**config.mk**
```make
export PLATFORM = sky130hd
export DESIGN_NAME = countdown16
export DESIGN_NICKNAME = d
export VERILOG_FILES = /design/src/rtl/countdown16.sv
export SDC_FILE = /design/constraint.sdc
export NUM_CORES = 1
export LEC_CHECK = 0
export ABC_CLOCK_PERIOD_IN_PS = 2700
export CAP_MARGIN = 30
export CORE_UTILIZATION = 40
export DETAILED_ROUTE_END_ITERATION = 6
export GPL_TIMING_DRIVEN = 0
export PLACE_DENSITY = 0.74
export SYNTH_ARGS = -nofsm -noshare
export SYNTH_HDL_FRONTEND = slang
export SYNTH_SLANG_ARGS = --single-unit
```
**constraint.sdc**
```tcl
create_clock -name clk -period 2.7 [get_ports clk]
set_input_delay 0.675 -clock clk [delete_from_list [all_inputs] [get_ports clk]]
set_output_delay 0.675 -clock clk [all_outputs]
set_load 0.005 [all_outputs]
```
**src/rtl/countdown16.sv**
```systemverilog
// 16-bit loadable down-counter with pause/resume, optional auto-reload and an
// expiry event counter; all outputs registered, synchronous active-low reset.
//
// state | meaning
// IDLE  | stopped; count holds loaded value or 0 after expiry
// RUN   | decrementing once per edge
// HOLD  | paused mid-run; count frozen until start
module countdown16 (
    input  logic        clk,
    input  logic        rst_n,
    input  logic        load,
    input  logic [15:0] din,
    input  logic        start,
    input  logic        pause,
    input  logic        auto_reload,
    output logic [15:0] count,
    output logic        busy,
    output logic        expired,
    output logic [7:0]  expire_cnt
);

    typedef enum logic [1:0] {
        IDLE = 2'd0,
        RUN  = 2'd1,
        HOLD = 2'd2
    } state_t;

    state_t      state;
    state_t      state_nxt;
    logic [15:0] reload_reg;
    logic [15:0] reload_nxt;
    logic [15:0] count_nxt;
    logic        expired_nxt;
    logic [7:0]  ecnt_nxt;

    always_ff @(posedge clk) begin
        if (!rst_n) begin
            state      <= IDLE;
            count      <= 16'd0;
            reload_reg <= 16'd0;
            expired    <= 1'b0;
            expire_cnt <= 8'd0;
            busy       <= 1'b0;
        end else begin
            state      <= state_nxt;
            count      <= count_nxt;
            reload_reg <= reload_nxt;
            expired    <= expired_nxt;
            expire_cnt <= ecnt_nxt;
            busy       <= (state_nxt != IDLE);
        end
    end

    always_comb begin
        state_nxt = state;
        if (load) begin
            state_nxt = IDLE;
        end else begin
            unique case (state)
                IDLE: if (start && count != 16'd0) state_nxt = RUN;
                RUN: begin
                    if (pause)
                        state_nxt = HOLD;
                    // count == 0 in RUN is unreachable, but leave rather than underflow
                    else if (count == 16'd0 || (count == 16'd1 && !auto_reload))
                        state_nxt = IDLE;
                end
                HOLD: if (start) state_nxt = RUN;
                default: state_nxt = IDLE;
            endcase
        end
    end

    always_comb begin
        count_nxt   = count;
        reload_nxt  = reload_reg;
        expired_nxt = 1'b0;
        ecnt_nxt    = expire_cnt;
        if (load) begin
            count_nxt  = din;
            reload_nxt = din;
            ecnt_nxt   = 8'd0;
        end else begin
            unique case (state)
                IDLE: begin
                    if (start && count == 16'd0) begin
                        expired_nxt = 1'b1;
                        ecnt_nxt    = expire_cnt + 8'd1;
                    end
                end
                RUN: begin
                    if (!pause) begin
                        if (count == 16'd1) begin
                            expired_nxt = 1'b1;
                            ecnt_nxt    = expire_cnt + 8'd1;
                            count_nxt   = auto_reload ? reload_reg : 16'd0;
                        end else if (count != 16'd0) begin
                            count_nxt = count - 16'd1;
                        end
                    end
                end
                default: ;
            endcase
        end
    end

endmodule

```
# Yosys cells after proc, flatten, opt, wreduce, memory -nomap -nowiden
# Index checks and enable logic that the tools add are counted.
# W data, S select, Z words.
dict set report totals {
  register_bits 44
  latchBits 0
  mem_bits_rw 0
  romBits 0
  inputBits 22
  output_inout_bits 26
  elab_cells 51
  mem_count 0
}
dict set report classes {
  add_sub_neg 2
  mul 0
  div_mod_pow 0
  magnitude_cmp 0
  n_eq_ne 7
  shift 0
  mux 20
  bitwise_logic 1
  reduce_logical 15
}
# op count
set op_table {}
lappend op_table {{$mux W16} 6}
lappend op_table {{$mux W8} 3}
lappend op_table {{$eq A16 B1 Y1 const B} 1}
lappend op_table {{$logic_not A16 Y1} 1}
lappend op_table {{$pmux W8 S2} 1}
lappend op_table {{$reduce_bool A16 Y1} 1}
lappend op_table {{$sub A16 B1 Y16 const B} 1}
lappend op_table {{$mux W2} 5}
lappend op_table {{$add A8 B1 Y8 const B} 1}
lappend op_table {{$ne A2 B2 Y1 const B} 4}
lappend op_table {{$pmux W2 S3} 1}
lappend op_table {{$reduce_bool A2 Y1} 3}
lappend op_table {{$reduce_and A4 Y1} 1}
lappend op_table {{$logic_and A1 B1 Y1} 3}
lappend op_table {{$mux W1} 3}
lappend op_table {{$reduce_and A3 Y1} 1}
lappend op_table {{$reduce_bool A3 Y1} 1}
lappend op_table {{$eq A2 B1 Y1 const B} 1}
lappend op_table {{$eq A2 B2 Y1 const B} 1}
lappend op_table {{$logic_not A2 Y1} 1}
lappend op_table {{$pmux W1 S2} 1}
lappend op_table {{$reduce_or A2 Y1} 1}
lappend op_table {{$logic_not A1 Y1} 1}
lappend op_table {{$logic_or A1 B1 Y1} 1}
lappend op_table {{$not A1 Y1} 1}

# Longest topological paths before layout
# Gate-level depths: netlist of run 1.
dict set report logic_depth {
  word_depth 8
  mapped_depth 8
  mapped_depth_nobuf 7
}

# Worst setup path before layout of run 1
# OpenSTA, ideal clock, no wires.
dict set report synth_timing {
  path_type {input -> register}
  start {in load}
  end {reg reload_reg[10]}
  arrival_time_ps 1887
  required_ps 2572
  path_slack_ps 686
  stages 5
  path_buffers 3
  cell_sequence {clkbuf_1 clkbuf_1 buf_1 mux2i_1 nor2_1}
}
# element line_no
set synth_rtl {}
lappend synth_rtl {{start, declared} 11} ;# input logic load,
lappend synth_rtl {{end signal, assigned} 47} ;# reload_reg <= reload_nxt;
lappend synth_rtl {{end, declared} 30} ;# logic [15:0] reload_reg;

# Final worst setup path of run 1
dict set report layout_timing {
  start {reg count[8]}
  end {reg count[9]}
}
dict set report layout_between {
  elab_chain_len 6
}
# element line_no
set layout_lines {}
lappend layout_lines {{start, declared} 16} ;# output logic [15:0] count,
lappend layout_lines {{start signal, assigned} 46} ;# count <= count_nxt;
lappend layout_lines {{$sub A16 B1 Y16} 98} ;# count_nxt = count - 16'd1;
lappend layout_lines {{$mux W16} 97} ;# end else if (count != 16'd0) begin
lappend layout_lines {{$mux W16} 93} ;# if (count == 16'd1) begin
lappend layout_lines {{$mux W16} 92} ;# if (!pause) begin
lappend layout_lines {{$mux W16} 84} ;# unique case (state)
lappend layout_lines {{$mux W16} 79} ;# if (load) begin
# Parallel ways exist; a longest one is shown, timed or not. The select of a mux whose other input is x is not followed.
# A chain may end at the register's enable or synchronous reset.

==> metrics.md, run 1 <==
| Metric | Value |
|---|---|
| Crit-path max FO | 8 |
| Clock skew | roughly 5.5 ps |
| Number of enable flip-flop cells after synthesis | 0 |
| Final Instance Count excl. Fillers | 424 |
| Vias in the first global route | 2334 |
| Final core occ | 53.8% |
| Hold path start | reload_reg[9]$_SDFFE_PN0P_ |
| Initial antenna violation count | 0 |
| PD cells | 482 mW/mm^2 |
| PortBufs | 45 |
| Most common flop cell mapped by yosys | dfxtp_1 |
| Rel. slew slack | 47.9% |
| P&R area growth vs syn | 26.4% |
| Die Footprint | 0.00631 sq mm |
| Syn nets | around 320 |
| Wirelength per Cell | around 17 um |
| RSZ-0062 raised after global routing | false |
| VDD IR max | 0.305 mV |
| Worst-Skew Late Latency | ~300 ps |
| Share of the synthesized area in the top cell type | 36.7% |
| Asr flop ratio synth | 0% |
| Sinks on Clock Net | 44 |
| I/O Pins | between 40 and 50 |
| DIE HEIGHT | 79.5 um |
| Maxcap violations | 0 |
| Post-DRT Antenna Nets | 0 |
| Critical path's slowest cell | nor4_2 |
| Setup crit end kind | flop |
| Final setup fails | 0 |
| Layout cells sized above 1 | 5.40% |
| GR Overflow Total | 0 |
| P_leak | 1.14 nW |
| WHS | 474 ps |
| Flop pwr share | 49.1% |
| Initial drt markers | 214 |
| Synth area leaders | dfxtp_1, mux2i_1, a21oi_1 |
| Total negative slack | 0 ps |
| Synth warn | 0 |
| Routability Congestion | 0.935 |
| Worst setup SP type | flop |
| Clk pwr share | around 30% |
| Worst EP arrival | between 2000 and 3000 ps |
| Top cells by count, synth | dfxtp_1, nor2_1, nand2_1, a21oi_1, nand3_1 |
| # fillers | approximately 560 |
| Syn_area_per_cell | approximately 8.0 sq um |
| Post-CTS setup buffer count | 0 |
| Core Box Area | 0.00564 sq mm |
| First-pass DRT Iterations | 5 |
| Drc violations | 0 |
| CP startpoint | count[8]$_SDFFE_PN0P_ |
| Part of the cycle the worst path needs | 94.7% |
| Vias per cell | 5.88 |
| Status | complete, no violations |
| CP cell instances | nor4_2 > nand4_1 > o211ai_1 > a21boi_0 > a32o_1 |
| Hold crit path type | reg -> reg |
| Yosys reg bits | 44 |
| CTS buffer count | 5 |
| Largest net degree at the start of global routing | 13 |
| Fmax | 0.391 GHz |
| Combinational power share | between 20% and 30% |
| Worst setup path class | reg -> reg |
| Worst-path clk slew | 80 ps |
| CTS tree | yes |
| Worst path max stage delay | about 670 ps |
| Most common cell in the netlist | dfxtp_1 |
| Int Power | 0.00103 W |
| Placed insts | 416 |
| Overall Global Routing Usage | 24.6% |
| Worst-Margin Slew | 781 ps |
| Final Hold Viols | 0 |
| First-pass GRT wire length | between 10000 and 15000 um |
| Slew Limit Fails | 0 |
| Clock root buffer | clkbuf_8 |
| Syn Inst Count | 299 |
| Antenna Cells | 0 |
| Distinct cells, synth | 51 |
| Switch share | between 20% and 30% |
| Register area share after synthesis | ~37% |
| R2R cell count | 5 |
| Mapped Area | 0.00240 sq mm |
| Die span in x | 79.5 um |
| CTS Buffer Depth | 2 |
| Top cell type by total area after synthesis | dfxtp_1 |
| Nets | roughly 380 |
| H-tree levels | 2 |
| Rows | 27 |
| Minimum clock period | 2560 ps |
| NetSw | 0.000430 W |
| Hold depth | 2 |
| Via count | 2494 |
| Sequential cell area | 881 sq um |
| RR Startpoint | count[8]$_SDFFE_PN0P_ |
| Area occupied by multi-input gates | 0.00144 sq mm |
| Starting Density | 42.5% |
| Final wirelength | about 7300 um |
| CP required | slightly below 3000 ps |
| DP Wirelength | 5110 um |
## worst max-delay path: cells and delay by family, from the launching register on
family	cells	cell delay, ps
AO/OA/AOI/OAI	3	1090
flip-flops	1	410
AND/OR/NAND/NOR	2	950
## cell usage in the layout, fill, tap and decap left out, types with 2 or more instances in the layout
| cell | count |
|---|---|
| nor4_2 | 3 |
| buf_1 | 2 |
| inv_1 | 4 |
| o31a_1 | 4 |
| clkdlybuf4s50_1 | 45 |
| dfxtp_1 | 44 |
| mux2i_1 | 13 |
| buf_2 | 4 |
| ha_1 | 3 |
| xor2_1 | 6 |
| a21oi_1 | 24 |
| nand2_1 | 28 |
| clkbuf_1 | 13 |
| nor2b_1 | 3 |
| a31o_2 | 2 |
| nor3b_1 | 2 |
| nand2b_1 | 3 |
| a31oi_1 | 4 |
| clkbuf_8 | 6 |
| nand3_1 | 22 |
| nor4_1 | 2 |
| and2_1 | 7 |
| o211ai_1 | 8 |
| xnor2_1 | 3 |
| o21ai_0 | 11 |
| nor2_1 | 32 |
| o211a_1 | 2 |
| nand3b_1 | 4 |
| and4_1 | 3 |
| nand4_1 | 8 |
| nor3_1 | 6 |
| or4_1 | 2 |
| and3_1 | 9 |
## power groups by stage
stage / logic, W / registers [W] / clock network [W]
floorplan: 0.000186 / 0.000723 / 0
detailed placement: 0.000302 / 0.000732 / 0
global route: 0.000340 / 0.000723 / 0.000467
finish: 0.000311 / 0.000718 / 0.000433
global placement: 0.000300 / 0.000731 / 0
CTS: 0.000305 / 0.000717 / 0.000437
## routing by layer
metal / wire length, um / GRT usage [%] / up-vias
met2: 3270 / 37.6 / 114
met1: 3350 / 34.1 / 1164
li1: - / - / 1200
met5: 0 / 0 / -
met4: 136 / 10.7 / 0
met3: 519 / 3.66 / 16
## through the flow
step	power, W	cell area (sq um)	worst slack (ps)
global placement	0.00103	2940	-18.4
detailed placement	0.00103	2940	-7.69
finish	0.00146	3030	144
floorplan	0.000909	2400	686
CTS	0.00146	3030	274
global route	0.00153	3030	50.6
## final timing paths
| check | slack (ps) | to |
|---|---|---|
| hold / removal | 470 | reload_reg[9]$_SDFFE_PN0P_ |
| hold reg to reg | 470 | reload_reg[9]$_SDFFE_PN0P_ |
| setup / recovery | 140 | count[9]$_SDFFE_PN0P_ |
| setup reg to reg | 140 | count[9]$_SDFFE_PN0P_ |
## cells by family after synthesis
kind of cell / share of synthesized area, %
and+or+nand+nor: 31.4
AOI/OAI and AO/OA: 18.0
DFF: 36.7
buffers and inverters: 3.65
muxes: 5.42
xor gates and xnor gates: 3.28
adders and majority gates: 1.56
## cell type report
cell class	count	share of cell area, %
multi-input cells	233	47.3
flip-flops and latches	44	29.0
repair buffers	45	14.8
clock buffers	8	2.97
well taps	72	2.97
plain buffers	17	2.27
inverters	5	0.619
## timing repair
item                                    CTS  global route
hold buffers                              0             0
endpoints found under the setup margin    0             1
resized for setup                         0             1
Power figures use the tool's default switching activity.
==> run 2: changes to the inputs <==
Settings changed: CORE_UTILIZATION 40 to 25, PLACE_DENSITY 0.74 to 0.54.
==> metrics.md, run 2 (synthesized netlist as in run 1, its figures left out) <==
| Metric | Value |
|---|---|
| Status | complete, no violations (unchanged) |
| Initial antenna violation count | 0 (unchanged) |
| Worst-path clk slew | 90 ps (was 80 ps) |
| Worst-Skew Late Latency | 300 ps (about the same) |
| Worst setup path class | reg -> reg (unchanged) |
| Most common cell after layout, fill and taps aside | clkdlybuf4s50_1 (unchanged) |
| Hold path start | reload_reg[7]$_SDFFE_PN0P_ (was reload_reg[9]$_SDFFE_PN0P_) |
| Slew Limit Fails | 0 (unchanged) |
| Crit-path max FO | 10 (was 8) |
| Final Hold Viols | 0 (unchanged) |
| Wirelength per Cell | 16.3 um (was 17.2 um) |
| CTS Buffer Depth | 2 (unchanged) |
| First-pass DRT Iterations | 4 (was 5) |
| Total power draw | 0.00155 W (was 0.00146 W) |
| Part of the cycle the worst path needs | 93.6% (was 94.7%) |
| Sinks on Clock Net | 44 (unchanged) |
| Worst EP arrival | 2730 ps (was 2750 ps) |
| RR Startpoint | count[0]$_SDFFE_PN0P_ (was count[8]$_SDFFE_PN0P_) |
| Antenna Cells | 0 (unchanged) |
| GR Overflow Total | 0 (unchanged) |
| Nets | 376 (unchanged) |
| WHS | 472 ps (was 474 ps) |
| CP required | 2900 ps (about the same) |
| Layout cells sized above 1 | 5.68% (was 5.40%) |
| # fillers | 1039 (was 564) |
| Cts hold-fix bufs | 0 (unchanged) |
| Die span in x | 100 um (was 79.5 um) |
| Core Box Area | 0.00928 sq mm (was 0.00564 sq mm) |
| Setup slack, reg-to-reg | 170 ps (was 140 ps) |
| Worst setup SP type | flop (unchanged) |
| Fmax | 0.396 GHz (was 0.391 GHz) |
| Most frequent cells in the layout | clkdlybuf4s50_1, dfxtp_1, nor2_1, nand2_1, a21oi_1 (unchanged) |
| Vias in the first global route | 2403 (was 2334) |
| Post-DRT Antenna Nets | 0 (unchanged) |
| Maxcap violations | 0 (unchanged) |
| PD cells | 496 mW/mm^2 (was 482 mW/mm^2) |
| Via count | 2445 (was 2494) |
| R2R cell count | 7 (was 5) |
| Overall Global Routing Usage | 16.2% (was 24.6%) |
| P&R area growth vs syn | 30.1% (was 26.4%) |
| Clock root buffer | clkbuf_8 (unchanged) |
| Final worst setup slack | 173 ps (was 144 ps) |
| Rel. slew slack | 50.0% (was 47.9%) |
| Initial drt markers | 123 (was 214) |
| Largest net degree at the start of global routing | 15 (was 13) |
| CTS tree | yes (unchanged) |
| Rows | 35 (was 27) |
| Vias per cell | 5.08 (was 5.88) |
| Total negative slack | 0 ps (unchanged) |
| DIE HEIGHT | 100 um (was 79.5 um) |
| Pre-CTS setup slack | -165 ps (was -7.69 ps) |
| Critical R2R Capture | count[5]$_SDFFE_PN0P_ (was count[9]$_SDFFE_PN0P_) |
| Die Footprint | 0.0100 sq mm (was 0.00631 sq mm) |
| CP startpoint | count[0]$_SDFFE_PN0P_ (was count[8]$_SDFFE_PN0P_) |
| Setup crit end kind | flop (unchanged) |
| First-pass GRT wire length | 12500 um (was 11900 um) |
| I/O Pins | 48 (unchanged) |
| Post-CTS setup buffer count | 0 (unchanged) |
| Drc violations | 0 (unchanged) |
| Worst-Margin Slew | 746 ps (was 781 ps) |
| Minimum clock period | 2530 ps (was 2560 ps) |
| CTS buffer count | 5 (unchanged) |
| H-tree levels | 2 (unchanged) |
| Routability Congestion | 0.890 (was 0.935) |
| Final core occ | 33.6% (was 53.8%) |
| Clock skew | 10.1 ps (was 5.54 ps) |
| Final setup fails | 0 (unchanged) |
| Resized cells post-CTS | 0 (unchanged) |
| RSZ-0062 raised after global routing | false (unchanged) |
| PortBufs | 45 (unchanged) |
| Starting Density | 25.8% (was 42.5%) |
| P_leak | 1.14 nW (about the same) |
| Worst setup path endpoint | count[5]$_SDFFE_PN0P_ (was count[9]$_SDFFE_PN0P_) |
| Hold crit path type | reg -> reg (unchanged) |
| Final wirelength | 7830 um (was 7280 um) |
| VDD IR max | 0.171 mV (was 0.305 mV) |
| DP Wirelength | 5520 um (was 5110 um) |
## run 2: cell count changes in the layout (fill, tap and decap cells not counted)
| cell | change |
|---|---|
| clkbuf_8 | -1 |
| clkinv_2 | +1 |
| clkinvlp_4 | +1 |
| clkbuf_1 | -2 |
| o21ai_1 | +1 |
| bufinv_16 | +1 |
| o21ai_2 | -1 |
## run 2: worst min path at each step
stage,endpoint,cells past startpoint
6_report,reload_reg[7]$_SDFFE_PN0P_,2
2_1_floorplan,reload_reg[12]$_SDFFE_PN0P_,2
5_1_grt,reload_reg[9]$_SDFFE_PN0P_,2
3_5_place_dp,reload_reg[7]$_SDFFE_PN0P_,2
3_3_place_gp,reload_reg[7]$_SDFFE_PN0P_,2
4_1_cts,reload_reg[7]$_SDFFE_PN0P_,2
## run 2: report_power, final
part	internal [W]	total [W]	switching (W)
Sequential	0.000680	0.000718	0.0000378
Combinational	0.000143	0.000312	0.000169
Clock	0.000274	0.000518	0.000244
## run 2: routing by layer
layer | vias to the layer above | routed length, um | track usage, % | part of all wire [%]
met5 | - | 0 | 0 | 0
met3 | 9 | 363 | 2.86 | 4.6
met4 | 0 | 78 | 4.12 | 1.0
met2 | 70 | 3580 | 26.4 | 46
met1 | 1164 | 3810 | 22.0 | 49
li1 | 1202 | - | - | -
## run 2: critical path, cell delays in order, from the launching register on
cell and delay (ps):
dfxtp_1 530, ha_1 350, nor4b_1 390, and4_1 320
buf_2 260, a21oi_1 60, o211a_1 240, o31a_1 280
## run 2: final cells by class
| type | instances | area (sq um) | area share [%] |
|---|---|---|---|
| tap | 129 | 161 | 5.17 |
| sequential | 44 | 881 | 28.2 |
| clock inverter | 3 | 42.5 | 1.36 |
| timing repair buffer | 45 | 450 | 14.4 |
| buffer | 17 | 68.8 | 2.20 |
| inverter | 5 | 18.8 | 0.601 |
| clock buffer | 5 | 68.8 | 2.20 |
| multi-input combinational | 233 | 1430 | 45.8 |
## run 2: stage by stage
stage               std cells  instance area (sq um)
CTS                       481                   3120
global placement          473                   3010
finish                    481                   3120
detailed placement        473                   3010
global route              481                   3120
floorplan                 299                   2400
